[src/rtl/mul_div_unit_if.sv]
// Handshake and operand/result bundle for the multicycle multiply/divide unit.
//   start, op, operand_a, operand_b : control unit -> unit (op: 0 = MUL, 1 = DIV)
//   busy, done                      : unit -> control unit status
//   z_high, z_low                   : 64-bit result halves (DIV: remainder / quotient)
//   div_by_zero                     : last DIV had a zero divisor
interface mul_div_unit_if #(
  parameter int unsigned WIDTH = 32
);
  logic             start;
  logic             op;
  logic [WIDTH-1:0] operand_a;
  logic [WIDTH-1:0] operand_b;
  logic             busy;
  logic             done;
  logic [WIDTH-1:0] z_high;
  logic [WIDTH-1:0] z_low;
  logic             div_by_zero;

  modport master (
    output start, op, operand_a, operand_b,
    input  busy, done, z_high, z_low, div_by_zero
  );

  modport slave (
    input  start, op, operand_a, operand_b,
    output busy, done, z_high, z_low, div_by_zero
  );
endinterface

[src/rtl/mul_div_unit.sv]
// Multicycle signed multiply (radix-2 Booth) / divide (restoring) unit.
//   clock : rising-edge clock
//   clear : asynchronous active-low reset, abandons any operation in flight
//   bus   : slave side of mul_div_unit_if (start/op/operands in, status/results out)
// Latency: done visible after E33 for a normal operation, after E0 for divide by zero.
module mul_div_unit #(
  parameter int unsigned WIDTH = 32
) (
  input  logic           clock,
  input  logic           clear,
  mul_div_unit_if.slave  bus
);

  localparam int unsigned CW = $clog2(WIDTH) + 1;
  localparam int unsigned AW = 2 * WIDTH + 1;

  localparam logic [1:0] S_IDLE = 2'd0;
  localparam logic [1:0] S_CALC = 2'd1;
  localparam logic [1:0] S_FIX  = 2'd2;
  localparam logic [1:0] S_DONE = 2'd3;

  logic [1:0]       state, state_nx;
  logic [CW-1:0]    count;
  logic             op_q, sign_a, sign_b;
  logic [WIDTH-1:0] m_q;
  // MUL: {A[W-1:0], Q[W-1:0], q_1}; DIV: {R[W:0], Q[W-1:0]}
  logic [AW-1:0]    acc, acc_step;
  logic [WIDTH:0]   booth_sum, div_diff;
  logic [AW-1:0]    div_shift;
  logic [WIDTH-1:0] mag_a_c, mag_b_c, quo_c, rem_c;
  logic             div_zero_c;
  logic             busy_q, done_q, dbz_q;
  logic [WIDTH-1:0] z_high_q, z_low_q;

  assign mag_a_c    = bus.operand_a[WIDTH-1] ? WIDTH'(-bus.operand_a) : bus.operand_a;
  assign mag_b_c    = bus.operand_b[WIDTH-1] ? WIDTH'(-bus.operand_b) : bus.operand_b;
  assign div_zero_c = bus.op && (bus.operand_b == '0);
  assign quo_c      = acc[WIDTH-1:0];
  assign rem_c      = acc[2*WIDTH-1:WIDTH];

  assign bus.busy        = busy_q;
  assign bus.done        = done_q;
  assign bus.z_high      = z_high_q;
  assign bus.z_low       = z_low_q;
  assign bus.div_by_zero = dbz_q;

  // State register
  always_ff @(posedge clock or negedge clear) begin
    if (!clear) state <= S_IDLE;
    else        state <= state_nx;
  end

  // Next-state logic
  always_comb begin
    state_nx = state;
    case (state)
      S_IDLE: if (bus.start) state_nx = div_zero_c ? S_DONE : S_CALC;
      S_CALC: if (count == CW'(WIDTH - 1)) state_nx = S_FIX;
      S_FIX:  state_nx = S_DONE;
      S_DONE: state_nx = S_IDLE;
      default: state_nx = S_IDLE;
    endcase
  end

  // One Booth or restoring-division step; the add is done one bit wider so a
  // most-negative multiplicand cannot overflow before the arithmetic shift.
  always_comb begin
    booth_sum = {acc[AW-1], acc[AW-1:WIDTH+1]};
    div_shift = {acc[AW-2:0], 1'b0};
    div_diff  = div_shift[AW-1:WIDTH] - {1'b0, m_q};
    acc_step  = acc;
    if (!op_q) begin
      case (acc[1:0])
        2'b01:   booth_sum = {acc[AW-1], acc[AW-1:WIDTH+1]} + {m_q[WIDTH-1], m_q};
        2'b10:   booth_sum = {acc[AW-1], acc[AW-1:WIDTH+1]} - {m_q[WIDTH-1], m_q};
        default: booth_sum = {acc[AW-1], acc[AW-1:WIDTH+1]};
      endcase
      acc_step = {booth_sum, acc[WIDTH:1]};
    end else if (!div_diff[WIDTH]) begin
      acc_step = {div_diff, div_shift[WIDTH-1:1], 1'b1};
    end else begin
      acc_step = div_shift;
    end
  end

  // Datapath and registered outputs
  always_ff @(posedge clock or negedge clear) begin
    if (!clear) begin
      busy_q   <= 1'b0;
      done_q   <= 1'b0;
      dbz_q    <= 1'b0;
      z_high_q <= '0;
      z_low_q  <= '0;
      op_q     <= 1'b0;
      sign_a   <= 1'b0;
      sign_b   <= 1'b0;
      count    <= '0;
      m_q      <= '0;
      acc      <= '0;
    end else begin
      busy_q <= (state_nx == S_CALC) || (state_nx == S_FIX);
      done_q <= (state_nx == S_DONE);
      case (state)
        S_IDLE: begin
          if (bus.start) begin
            op_q   <= bus.op;
            sign_a <= bus.operand_a[WIDTH-1];
            sign_b <= bus.operand_b[WIDTH-1];
            count  <= '0;
            dbz_q  <= 1'b0;
            if (bus.op) begin
              m_q <= mag_b_c;
              acc <= {{(WIDTH+1){1'b0}}, mag_a_c};
            end else begin
              m_q <= bus.operand_a;
              acc <= {{WIDTH{1'b0}}, bus.operand_b, 1'b0};
            end
            if (div_zero_c) begin
              z_high_q <= bus.operand_a;
              z_low_q  <= '1;
              dbz_q    <= 1'b1;
            end
          end
        end
        S_CALC: begin
          acc   <= acc_step;
          count <= count + CW'(1);
        end
        S_FIX: begin
          if (!op_q) begin
            z_high_q <= acc[AW-1:WIDTH+1];
            z_low_q  <= acc[WIDTH:1];
          end else begin
            // 0x80000000 / -1 wraps to 0x80000000 through this negation
            z_low_q  <= (sign_a ^ sign_b) ? WIDTH'(-quo_c) : quo_c;
            z_high_q <= sign_a ? WIDTH'(-rem_c) : rem_c;
          end
        end
        default: ;
      endcase
    end
  end

endmodule
[src/flat_wrapper.sv]
// flat-port wrapper written by rule: the top's interface ports become plain ports
module mul_div_unit_flat 
#(
  parameter int unsigned WIDTH = 32
)
  (clock, clear, bus_start, bus_op, bus_operand_a, bus_operand_b, bus_busy, bus_done, bus_z_high, bus_z_low, bus_div_by_zero);
  mul_div_unit_if #(.WIDTH(WIDTH)) bus_i ();
  input  logic clock;
  input  logic clear;
  input wire logic [$bits(bus_i.start)-1:0] bus_start;
  input wire logic [$bits(bus_i.op)-1:0] bus_op;
  input wire logic [$bits(bus_i.operand_a)-1:0] bus_operand_a;
  input wire logic [$bits(bus_i.operand_b)-1:0] bus_operand_b;
  output wire logic [$bits(bus_i.busy)-1:0] bus_busy;
  output wire logic [$bits(bus_i.done)-1:0] bus_done;
  output wire logic [$bits(bus_i.z_high)-1:0] bus_z_high;
  output wire logic [$bits(bus_i.z_low)-1:0] bus_z_low;
  output wire logic [$bits(bus_i.div_by_zero)-1:0] bus_div_by_zero;
  assign bus_i.start = bus_start;
  assign bus_i.op = bus_op;
  assign bus_i.operand_a = bus_operand_a;
  assign bus_i.operand_b = bus_operand_b;
  assign bus_busy = bus_i.busy;
  assign bus_done = bus_i.done;
  assign bus_z_high = bus_i.z_high;
  assign bus_z_low = bus_i.z_low;
  assign bus_div_by_zero = bus_i.div_by_zero;
  mul_div_unit #(.WIDTH(WIDTH)) u_core (.clock(clock), .clear(clear), .bus(bus_i));
endmodule
[config.mk]
export PLATFORM = sky130hd
export DESIGN_NAME = mul_div_unit_flat
export DESIGN_NICKNAME = d
export VERILOG_FILES = /design/src/rtl/mul_div_unit_if.sv /design/src/rtl/mul_div_unit.sv /design/src/flat_wrapper.sv
export SDC_FILE = /design/constraint.sdc
export NUM_CORES = 1
export LEC_CHECK = 0
export CAP_MARGIN = 40
export CORE_MARGIN = 5
export CORE_UTILIZATION = 55
export DETAILED_ROUTE_END_ITERATION = 10
export PLACE_DENSITY = 0.76
export SLEW_MARGIN = 25
export SYNTH_ARGS = -nofsm -noshare
export SYNTH_HDL_FRONTEND = slang
export SYNTH_SLANG_ARGS = --single-unit
[constraint.sdc]
create_clock -name clock -period 4.3 [get_ports clock]
set_input_delay 0.43 -clock clock [delete_from_list [all_inputs] [get_ports clock]]
set_output_delay 0.43 -clock clock [all_outputs]
set_load 0.1 [all_outputs]
# After elaboration in Yosys (flattened, before gate mapping)
# Index checks and enable logic that the tools add are counted.
# word_totals
output_inout_bits	67
wordCells	70
in_bits	68
regBits	175
# classes
n_reduce_logical	10
eq_ne	12
n_mux	26
addsub	8
bitwise	1
# ops
operator	count
$mux 32	11
$mux 65	3
$pmux 65 s2	1
$neg 32->32	4
$pmux 32 s2	2
$pmux 33 s2	1
$add 32x32->33	1
$mux 33	1
$sub 32x32->33	1
$sub 33x32->33	1
$logic_not 32->1	1
$pmux 6 s2	1
$eq 2x2->1 const B	5
$pmux 2 s4	1
$add 6x1->6 const B	1
$eq 2x1->1 const B	3
$eq 6x5->1 const B	1
$mux 2	3
$mux 6	1
$reduce_and 3->1	2
$ne 4x1->1 const B	1
$reduce_and 2->1	2
$reduce_bool 2->1	2
$logic_not 2->1	1
6 further kinds	6

# Longest topological paths before layout
# Gate-level depths: netlist (run 1).
# logic_depth
ltp_word	7
depth_mapped	20

# Worst setup path before layout (run 1)
# No wires, ideal clock.
# synth_timing
path_type	reg-to-reg
start	register u_core.acc[0]
end	register u_core.acc[61]
path_slack_ns	0.414
stages_incl_launch_ff	19
required_ns	4.199
path_buffers	4
arrival_time_ns	3.785
setup_ns	0.101
cell_sequence	dfrtp_1 inv_1 ha_1 clkbuf_1 clkbuf_1 clkbuf_1 nor2_1 xnor2_1 ha_1 clkbuf_1 nand3_1 nor4_1 o22ai_1 a211oi_1 o21ai_0 o2bb2ai_1 nand3_1 and4b_1 o32ai_1
# synth_between
elab_chain_cells	4
elab_cells_between_ends	5
cone_classes	eq/ne: 2; mux: 3
# synth_rtl
item	line	rtl
start: declaration	mul_div_unit.sv:27	logic [AW-1:0] acc, acc_step;
start signal: assignment	mul_div_unit.sv:113	acc <= {{(WIDTH+1){1'b0}}, mag_a_c};
start signal: assignment	mul_div_unit.sv:116	acc <= {{WIDTH{1'b0}}, bus.operand_b, 1'b0};
start signal: assignment	mul_div_unit.sv:126	acc <= acc_step;
$eq 2x2->1 or $eq 2x1->1 (tied branches)	mul_div_unit.sv:73	case (acc[1:0])
$pmux 33 s2 *	mul_div_unit.sv:73	
$mux 65 *	mul_div_unit.sv:72	if (!op_q) begin
$pmux 65 s2 *	mul_div_unit.sv:103	case (state)
# Every way passes the cells marked *; elsewhere a longest branch is shown, timed or not.
# A chain may end at the register's enable or synchronous reset.

# Worst setup path in the final report (run 1)
# layout_timing
start	register u_core.m_q[5]
end	register u_core.acc[63]
# layout_between
elab_chain_cells	4
elab_cells_between_ends	7
cone_classes	add/sub: 3; mux: 4
# layout_rtl
item	line	rtl
start: declaration	mul_div_unit.sv:25	logic [WIDTH-1:0] m_q;
start signal: assignment	mul_div_unit.sv:112	m_q <= mag_b_c;
start signal: assignment	mul_div_unit.sv:115	m_q <= bus.operand_a;
$sub 32x32->33, or another cell as far along	mul_div_unit.sv:75	2'b10: booth_sum = {acc[AW-1], acc[AW-1:WIDTH+1]} - {m_q[WIDTH-1], m_q};
$pmux 33 s2 or $mux 65 (tied branches)	mul_div_unit.sv:73, mul_div_unit.sv:79	
$mux 65 *	mul_div_unit.sv:72	
$pmux 65 s2 *	mul_div_unit.sv:103	
# Marks and branches as above.

==> impl_metrics.ini, run 1 <==
[routing]
vias_per_cell = 6.55
routed_wl_mm = 57.3
via_total_after_detailed_routing = 17300
antenna_left = 0
detail_route.wl_per_cell_um = 21.7
drc_errors = 0
drt-initial-drc-count = 2070
wl_met1_mm = 23.4
highest_layer = met5
detail_route.first_pass.iterations = 6
met2_wl_post_dr_mm = 26.5
routed-wl-met3_mm = 5.19

[grt]
antenna_found_initial = 1
first_global_vias = 16600
pin_count_of_the_biggest_net_entering_global_routing = 101
grt_use_total_pct = 33.7
grt_first_pass_wirelength_mm = 90.4
grt.overflow.total = 0

[setup_path]
cp.buffers_inverters = 2
crit_path_start_kind = flop
crit_required_ns = 4.64
crit_chain = nor4_2 > buf_4 > and3_1 > and3_1 > a21oi_1 > nor2_2 > buf_4 > o21ai_0 > xnor2_1 > ha_1 > and3_1 > nand2_1 > nor2_1 > nor2_1 > o2bb2ai_1 > a31oi_1 > xnor2_1 > a21oi_1 > a22o_1
cp_max_fo = 6
worst_setup_path_end_kind = flop
critPathSlowestCell = dfrtp_1
critical-path-max-stage-delay_ns = 0.42
crit_arrival_ns = 4.48
most_numerous_cell_on_the_critical_path = and3_1
timing_worst_setup_path_type = reg2reg
timing.critical_path.max_delay_family = simple AND/OR/NAND/NOR gates

[floorplanning]
start_util_pct = 55.8
chipHeight_um = 181
number_of_placed_i_o_pins = 135
core-area_um2 = 28700
die_w_um = 181
num_rows = 62
die_area_um2 = 32700

[placement]
gp_congestion = 0.978
place.detailed.hpwl_mm = 42.3
placedCellCount = 2604
cell_area_after_placement_um2 = 19100
port_buffers = 134

[timing]
hold_viol_final = 0
skew_ns = 0.0108
final-setup-viol-count = 0
tightestPinTransition_ns = 0.827
fin_crit_ns = 4.15
timing.max_slew.rel_slack_pct = 44.8
maxClockFrequency_ghz = 0.241
timing_max_transition_violations_final = 0
period_utilization_pct = 96.4

[yosys]
yosys.cell_types.count = 75
synth_sequential_area_ratio_pct = 27.3
synth.ff_latch_count = 175
synth-edff-count = 0
yosys_warnings = 0
syn-num-nets = 2226
netlist_instances = 2082
yosys_most_used_dff = dfrtp_1
syn_area_um2 = 16000
postSynthAreaPerCell_um2 = 7.70
async_flop_share_pct = 100

[layout]
layout-drive-gt1-share_pct = 10.9
flow.area_growth_from_synthesis_pct = 23.8
finalNonFillerCells = 2643
layout.cells.most_common_list = nand2_1 (197), a21oi_1 (195), o21ai_0 (186), nor2_1 (185), dfrtp_1 (174)
insertedDiodeCount = 0
most_common_cell_after_layout_fill_and_taps_aside = nand2_1
seq_area_um2 = 4380
multi_input_area_um2 = 10800
finalNetCount = 2390
fill_cells = 2336
finish.instance_area_um2 = 19800

[power_and_ir_drop]
p_leak_uw = 0.00827
worst_vdd_drop_mv = 0.504
pwr-share-seq_pct = 16.1
p_total_uw = 19300
share_comb_of_total_power_pct = 75.8
p_per_area_nw_per_um2 = 973
internal_power_uw = 9180
power.net_switching_uw = 10100
power.clock.fraction_pct = 8.1
sw_frac_of_total_pct = 52.4

[clocking]
cts_buffer_count = 17
cts.sinks = 175
max-clock-path-buffers = 2
tritoncts_clock_tree = yes
cts.reportedPaths.clkPinSlew_ns = 0.07
cts-htree-levels = 4
worstSkewPairLatency_ns = 0.45
clock_tree.root_cell = clkbuf_16

[status]
run_status = complete, no violations

[flow_run]
max_cap_viol_count = 0

[worst_hold_path]
worstHoldPathType = reg2reg
flip-flops by register name, indices dropped and copies added (netlist names):
register / count
u_core.acc: 65
u_core.bus.z_high: 32
u_core.bus.z_low: 32
u_core.m_q: 32
u_core.count: 6
u_core.state: 2
u_core.bus.busy: 1
u_core.bus.div_by_zero: 1
u_core.bus.done: 1
u_core.op_q: 1
u_core.sign_a: 1
u_core.sign_b: 1
layout make-up:
type                            count  area share [%]
Multi-Input combinational cell   1674            54.7
Sequential cell                   175            22.1
Timing Repair Buffer              297            16.4
Tap cell                          384            2.42
Clock buffer                       20            2.30
Inverter                           81            1.53
Clock inverter                     12           0.568
cells in the mapped netlist (7+ instances only):
| cell type | instances | share of area [%] |
|---|---|---|
| a221o_1 | 14 | 0.87 |
| o41ai_1 | 24 | 1.3 |
| nor4_1 | 17 | 0.66 |
| a21oi_1 | 200 | 6.2 |
| nand2b_1 | 13 | 0.51 |
| buf_2 | 7 | 0.22 |
| o21ai_0 | 189 | 5.9 |
| nand4_1 | 14 | 0.55 |
| o211ai_1 | 41 | 1.9 |
| a21o_1 | 29 | 1.4 |
| o21bai_1 | 20 | 0.94 |
| mux2i_1 | 28 | 1.7 |
| buf_1 | 20 | 0.47 |
| or2_2 | 10 | 0.39 |
| nor2_1 | 189 | 4.4 |
| o211a_1 | 7 | 0.44 |
| xor2_1 | 98 | 5.4 |
| a221oi_1 | 9 | 0.49 |
| and3_1 | 17 | 0.66 |
| xnor2_1 | 94 | 5.1 |
| o22ai_1 | 20 | 0.78 |
| o22a_1 | 17 | 0.93 |
| a31oi_1 | 22 | 0.86 |
| a22o_1 | 12 | 0.66 |
| ha_1 | 74 | 5.8 |
| nand2_1 | 198 | 4.6 |
| or3_1 | 22 | 0.86 |
| clkbuf_1 | 121 | 2.8 |
| o21a_1 | 12 | 0.56 |
| dfrtp_1 | 175 | 27 |
| o31ai_1 | 37 | 1.7 |
| mux2_2 | 8 | 0.56 |
| nor3_1 | 27 | 0.84 |
| nor2b_1 | 18 | 0.70 |
| or4_1 | 14 | 0.66 |
| inv_1 | 79 | 1.9 |
| o21ai_1 | 23 | 0.72 |
| nand3_1 | 21 | 0.66 |
| a211oi_1 | 54 | 2.5 |
power groups by stage:
stage / Sequential, uW / Combinational [uW] / Clock, uW
4_1_cts: 3050 / 14100 / 1560
5_1_grt: 3160 / 16000 / 1630
3_5_place_dp: 3070 / 14000 / 0
6_report: 3100 / 14600 / 1570
2_1_floorplan: 3130 / 9990 / 0
3_3_place_gp: 3110 / 13500 / 0
tightest hold or removal path: cells and delay by family, from the launching register on:
family | cells | cell delay [ns]
simple gates | 1 | 0.05
flops | 1 | 0.35
compound gates | 1 | 0.06
cells by family after synthesis:
group	count (synthesis)	share of synthesized area, %
XOR/XNOR	192	10.5
adder cells (fa/ha/maj)	76	6.03
multiplexers	36	2.31
AND/OR/NAND/NOR	587	17.0
AO/OA/AOI/OAI	783	31.2
flip-flops	175	27.3
buffers and inverters	233	5.64
routing by layer:
| layer | vias to the layer above | GRT usage (%) |
|---|---|---|
| li1 | 7930 | - |
| met4 | 2 | 13.2 |
| met3 | 165 | 6.19 |
| met2 | 968 | 54.4 |
| met5 | - | 0 |
| met1 | 8245 | 45.2 |
stage by stage:
stage               util (%)  setup TNS (ns)  hold WS (ns)  worst slack, ns
floorplan                  -               0         0.134            0.414
global placement        62.6               0         0.474           0.0417
detailed placement      66.5               0         0.413          0.00863
CTS                     68.6               0         0.489           0.0139
global route            69.1          -0.362         0.503          -0.0765
finish                  69.1               0         0.493            0.153
path summary, 6_finish.rpt:
| check | start | end | slack, ns | cells past startpoint |
|---|---|---|---|---|
| hold / removal | u_core.bus.z_high[20] | u_core.bus.z_high[20] | 0.49 | 2 |
| setup reg to reg | u_core.m_q[5] | u_core.acc[63] | 0.15 | 19 |
| max in group asynchronous | clear | u_core.acc[6] | 2.55 | 4 |
| hold reg to reg | u_core.bus.z_high[20] | u_core.bus.z_high[20] | 0.49 | 2 |
| setup / recovery | u_core.m_q[5] | u_core.acc[63] | 0.15 | 19 |
| min in group asynchronous | clear | u_core.acc[59] | 0.50 | 2 |
what timing repair did:
item                       in CTS  in global routing
hold buffers                    1                  0
setup endpoints to repair       1                 22
gates resized for setup         1                 19
buffers inserted                0                  3
gates cloned                    0                  1
hold endpoints to repair       46                  0
pin swaps                       0                  2
(Power assumes the default switching activity.)
==> run 2, diff against run 1 <==
--- a/config.mk
+++ b/config.mk
@@ -7,9 +7,8 @@
 export LEC_CHECK = 0
 export CAP_MARGIN = 40
 export CORE_MARGIN = 5
-export CORE_UTILIZATION = 55
+export CORE_UTILIZATION = 40
 export DETAILED_ROUTE_END_ITERATION = 10
-export PLACE_DENSITY = 0.76
 export SLEW_MARGIN = 25
 export SYNTH_ARGS = -nofsm -noshare
 export SYNTH_HDL_FRONTEND = slang
==> impl_metrics.ini, run 2 (synthesis results as in run 1) <==
[layout]
finalNetCount = 2401
postLayoutCoreUtil_pct = 50.8
most_common_cell_after_layout_fill_and_taps_aside = a21oi_1
finalNonFillerCells = 2795
finish.instance_area_um2 = 20200
layout-drive-gt1-share_pct = 11.0
insertedDiodeCount = 0
regMostFlops = u_core.acc
layout.cells.most_common_list = a21oi_1 (199), nand2_1 (197), o21ai_0 (187), nor2_1 (185), dfrtp_1 (174)
flow.area_growth_from_synthesis_pct = 25.8
fill_cells = 3839
largest_register_ff_count = 65

[setup_path]
crit_path_start_kind = flop
crit_required_ns = 4.66
crit-reg2reg-capture = u_core.acc[56]
rr_worst_depth = 14
regToRegSetupSlack_ns = 0.19
timing_worst_setup_path_type = reg2reg
cp-startpoint = u_core.acc[0]
worst_setup_path_end_kind = flop
cp_max_fo = 34
crit_chain = inv_1 > ha_1 > buf_12 > mux2_2 > fa_1 > nor2b_1 > o31ai_1 > a21oi_1 > o21a_1 > o211ai_1 > a311oi_1 > mux2i_1 > a211oi_1 > o31ai_1
most_numerous_cell_on_the_critical_path = o31ai_1
critPathSlowestCell = dfrtp_1
critical-path-max-stage-delay_ns = 0.46
rr_startpoint = u_core.acc[0]
crit_arrival_ns = 4.48

[grt]
pin_count_of_the_biggest_net_entering_global_routing = 81
grt_first_pass_wirelength_mm = 91.9
antenna_found_initial = 0
grt.overflow.total = 0
grt_use_total_pct = 25.9
first_global_vias = 16200

[floorplanning]
die_area_um2 = 44200
num_rows = 73
start_util_pct = 40.3
chipHeight_um = 210
die_w_um = 210
core-area_um2 = 39700
number_of_placed_i_o_pins = 135

[routing]
routed_wl_mm = 59.0
drc_errors = 0
detail_route.wl_per_cell_um = 21.1
via_total_after_detailed_routing = 16800
vias_per_cell = 6.01
drt-initial-drc-count = 1534
detail_route.first_pass.iterations = 5
antenna_left = 0

[timing]
maxClockFrequency_ghz = 0.243
setup_tns_ns = 0
timing_max_transition_violations_final = 0
hold_viol_final = 0
fin_crit_ns = 4.11
unrepaired_setup_endpoints_after_global_routing = false
tightestPinTransition_ns = 0.875
timing.max_slew.rel_slack_pct = 41.6
skew_ns = 0.0136
final-setup-viol-count = 0
period_utilization_pct = 95.7

[clocking]
worstSkewPairLatency_ns = 0.47
tritoncts_clock_tree = yes
cts_buffer_count = 17
cts.reportedPaths.clkPinSlew_ns = 0.08
number_of_buffers_inserted_by_post_cts_setup_repair = 0
cts-htree-levels = 4
cts.sinks = 175
max-clock-path-buffers = 2
clock_tree.root_cell = clkbuf_16

[power_and_ir_drop]
power.clock.fraction_pct = 8.5
p_total_uw = 19300
power.net_switching_uw = 10000
pwr-share-seq_pct = 16.0
internal_power_uw = 9300
sw_frac_of_total_pct = 51.8
p_per_area_nw_per_um2 = 957
p_leak_uw = 0.00836
worst_vdd_drop_mv = 0.604
share_comb_of_total_power_pct = 75.5

[placement]
placedCellCount = 2761
gp_congestion = 0.987
place.detailed.hpwl_mm = 45.1
cell_area_after_placement_um2 = 19500
port_buffers = 134

[status]
run_status = complete, no violations

[worst_hold_path]
worstHoldPathType = in2async

[flow_run]
max_cap_viol_count = 0
## run 2: cell count changes in the layout (fill, tap and decap cells not counted), sizes merged
cell,previous run,this run
clkbuf,22,21
bufinv,1,2
clkinv,10,6
inv,80,82
buf,162,175
## run 2: how the worst max path moves through the flow
stage                             to  slack, ns  cells after the start
2_1_floorplan         u_core.acc[61]       0.41                     18
3_3_place_gp   u_core.bus.z_high[14]       0.08                     11
3_5_place_dp   u_core.bus.z_high[13]       0.02                     11
4_1_cts               u_core.acc[60]       0.04                     21
5_1_grt               u_core.acc[56]       0.01                     16
6_report              u_core.acc[56]       0.19                     14
## run 2: power groups by stage
stage	clock network, uW	logic [uW]	registers [uW]
3_3_place_gp	0	14000	3090
6_report	1640	14600	3100
5_1_grt	1740	16000	3180
3_5_place_dp	0	14300	3100
2_1_floorplan	0	9990	3130
4_1_cts	1670	14400	3070
## run 2: repair_timing
action | in CTS | in global routing
resized for setup | 0 | 9
hold endpoints to repair | 0 | 7
endpoints found under the setup margin | 0 | 34
hold buffers | 0 | 1
## run 2: layer usage
| layer | part of all wire, % | up-vias | wire, um | GRT usage, % |
|---|---|---|---|---|
| li1 | - | 7944 | - | - |
| met1 | 44 | 8163 | 26200 | 35.9 |
| met2 | 46 | 602 | 27300 | 41.7 |
| met3 | 6.1 | 76 | 3590 | 4.20 |
| met4 | 3.1 | 0 | 1810 | 8.44 |
| met5 | 0 | - | 0 | 0 |
## run 2: through the flow
stage | setup slack [ns] | hold WS (ns)
2_1_floorplan | 0.414 | 0.134
3_3_place_gp | 0.0841 | 0.470
3_5_place_dp | 0.0232 | 0.479
4_1_cts | 0.0377 | 0.0332
5_1_grt | 0.00996 | 0.330
6_report | 0.185 | 0.336
## run 2: worst max-delay path, delay by kind of cell (launching register included)
kind                     cells  cell delay, ns
buffers and inverters        2            0.36
multiplexers                 2            0.71
flip-flops                   1            0.46
adder cells (fa/ha/maj)      2            0.66
AND/OR/NAND/NOR              1            0.23
AO/OA/AOI/OAI                7            1.60
## run 2: layout make-up
class                      count  area [um^2]  area share (%)
timing repair buffer         308         3430            17.0
tap                          525          657            3.26
inverter                      81          304            1.51
clock inverter                11          129           0.639
clock buffer                  21          460            2.28
sequential                   175         4380            21.7
multi-input combinational   1674        10800            53.6
==> run 3, diff against run 2 <==
--- a/config.mk
+++ b/config.mk
@@ -9,6 +9,7 @@
 export CORE_MARGIN = 5
 export CORE_UTILIZATION = 40
 export DETAILED_ROUTE_END_ITERATION = 10
+export GPL_ROUTABILITY_DRIVEN = 0
 export SLEW_MARGIN = 25
 export SYNTH_ARGS = -nofsm -noshare
 export SYNTH_HDL_FRONTEND = slang
==> impl_metrics.ini, run 3 (synthesis results as in run 1) <==
[timing]
unrepaired_setup_endpoints_after_global_routing = true
timing.max_slew.rel_slack_pct = 42.3
skew_ns = 0.0162
tightestPinTransition_ns = 0.858
worst_slack_setup_final_ns = 0.102
maxClockFrequency_ghz = 0.238
timing_max_transition_violations_final = 0
hold_viol_final = 0
fin_crit_ns = 4.20
final-setup-viol-count = 0
period_utilization_pct = 97.6
setup_tns_ns = 0

[power_and_ir_drop]
power.net_switching_uw = 10100
worst_vdd_drop_mv = 0.446
p_total_uw = 19400
p_per_area_nw_per_um2 = 960
sw_frac_of_total_pct = 52.1
share_comb_of_total_power_pct = 75.1
pwr-share-seq_pct = 16.1
power.clock.fraction_pct = 8.8
p_leak_uw = 0.00836
internal_power_uw = 9300

[layout]
layout.cells.most_common_list = nand2_1 (197), a21oi_1 (197), o21ai_0 (188), nor2_1 (185), dfrtp_1 (174)
multi_input_area_um2 = 10800
postLayoutCoreUtil_pct = 50.8
finalNonFillerCells = 2789
layout-drive-gt1-share_pct = 11.0
largest_register_ff_count = 65
insertedDiodeCount = 0
finalNetCount = 2396
fill_cells = 3737
flow.area_growth_from_synthesis_pct = 26.0
seq_area_um2 = 4380
regMostFlops = u_core.acc

[setup_path]
cp.buffers_inverters = 1
timing_worst_setup_path_type = reg2reg
worst_setup_path_end_kind = flop
crit_arrival_ns = 4.56
timing.critical_path.max_delay_family = compound AO/OA/AOI/OAI gates
rr_worst_depth = 16
crit_path_start_kind = flop
rr_startpoint = u_core.m_q[5]
critPathSlowestCell = dfrtp_1
most_numerous_cell_on_the_critical_path = and3_1
crit-reg2reg-capture = u_core.acc[58]
cp_max_fo = 5
regToRegSetupSlack_ns = 0.10
crit_chain = nor4_2 > buf_4 > and3_1 > and3_1 > nor2_1 > xnor2_1 > ha_1 > nand2_1 > o21ai_0 > a221o_1 > a22o_1 > a21o_1 > a211oi_1 > mux2i_1 > o311ai_0 > a22oi_1
crit_required_ns = 4.66
critical-path-max-stage-delay_ns = 0.42

[grt]
grt_use_total_pct = 25.4
grt.overflow.total = 0
pin_count_of_the_biggest_net_entering_global_routing = 86
antenna_found_initial = 0
first_global_vias = 16000
grt_first_pass_wirelength_mm = 90.6

[placement]
placedCellCount = 2756
place.detailed.hpwl_mm = 44.6
dp_worst_setup_slack_ns = -0.103
port_buffers = 134

[routing]
detail_route.first_pass.iterations = 8
drt-initial-drc-count = 1631
vias_per_cell = 6.04
antenna_left = 0
routed_wl_mm = 58.3
detail_route.wl_per_cell_um = 20.9
via_total_after_detailed_routing = 16800
drc_errors = 0

[clocking]
clock_tree.root_cell = clkbuf_16
cts.reportedPaths.clkPinSlew_ns = 0.07
tritoncts_clock_tree = yes
cts_buffer_count = 17
max-clock-path-buffers = 2
cts.sinks = 175
worstSkewPairLatency_ns = 0.44
cts-htree-levels = 4

[status]
run_status = complete, no violations

[floorplanning]
die_w_um = 210
die_area_um2 = 44200
chipHeight_um = 210
core-area_um2 = 39700
start_util_pct = 40.3
num_rows = 73
number_of_placed_i_o_pins = 135

[worst_hold_path]
worstHoldPathType = in2async

[flow_run]
max_cap_viol_count = 0
-- run 3: metal layers --
metal	GRT usage, %	wire length [um]	share of wire, %
met5	0	0	0
met4	7.43	1560	2.7
met3	3.17	3890	6.7
met2	41.2	27000	46
met1	35.8	25800	44
-- run 3: layout make-up --
type	count	area share (%)
clock inverter	11	0.768
inverter	81	1.51
sequential	175	21.7
clock buffer	20	2.31
tap	525	3.25
timing repair buffer	303	16.9
multi-input combinational	1674	53.6
-- run 3: through the flow --
step	area (um^2)	hold WS [ns]
after global routing	20200	0.384
after detailed placement	19500	0.475
after floorplan	16000	0.134
final	20200	0.365
after CTS	20100	0.0750
after global placement	18200	0.467
-- run 3: power by group through the flow --
stage	Sequential (uW)	Combinational [uW]	Clock, uW
after floorplan	3130	9990	0
after global placement	3090	13800	0
after detailed placement	3100	14200	0
after CTS	3080	14300	1730
after global routing	3190	15900	1800
final	3120	14600	1710
-- run 3: how the worst max path moves through the flow --
stage,start,cells past startpoint,end
finish,u_core.m_q[5],16,u_core.acc[58]
global route,u_core.m_q[5],17,u_core.acc[63]
CTS,u_core.m_q[7],16,u_core.acc[58]
detailed placement,u_core.m_q[7],16,u_core.acc[64]
global placement,u_core.m_q[7],16,u_core.acc[64]
floorplan,u_core.acc[0],18,u_core.acc[61]
-- run 3: what timing repair did --
item,4_1_cts,5_1_grt
hold buffers,0,1
pin swaps,0,0
setup buffers,0,0
endpoints found under the setup margin,3,17
endpoints found under the hold margin,0,11
resized for setup,2,13
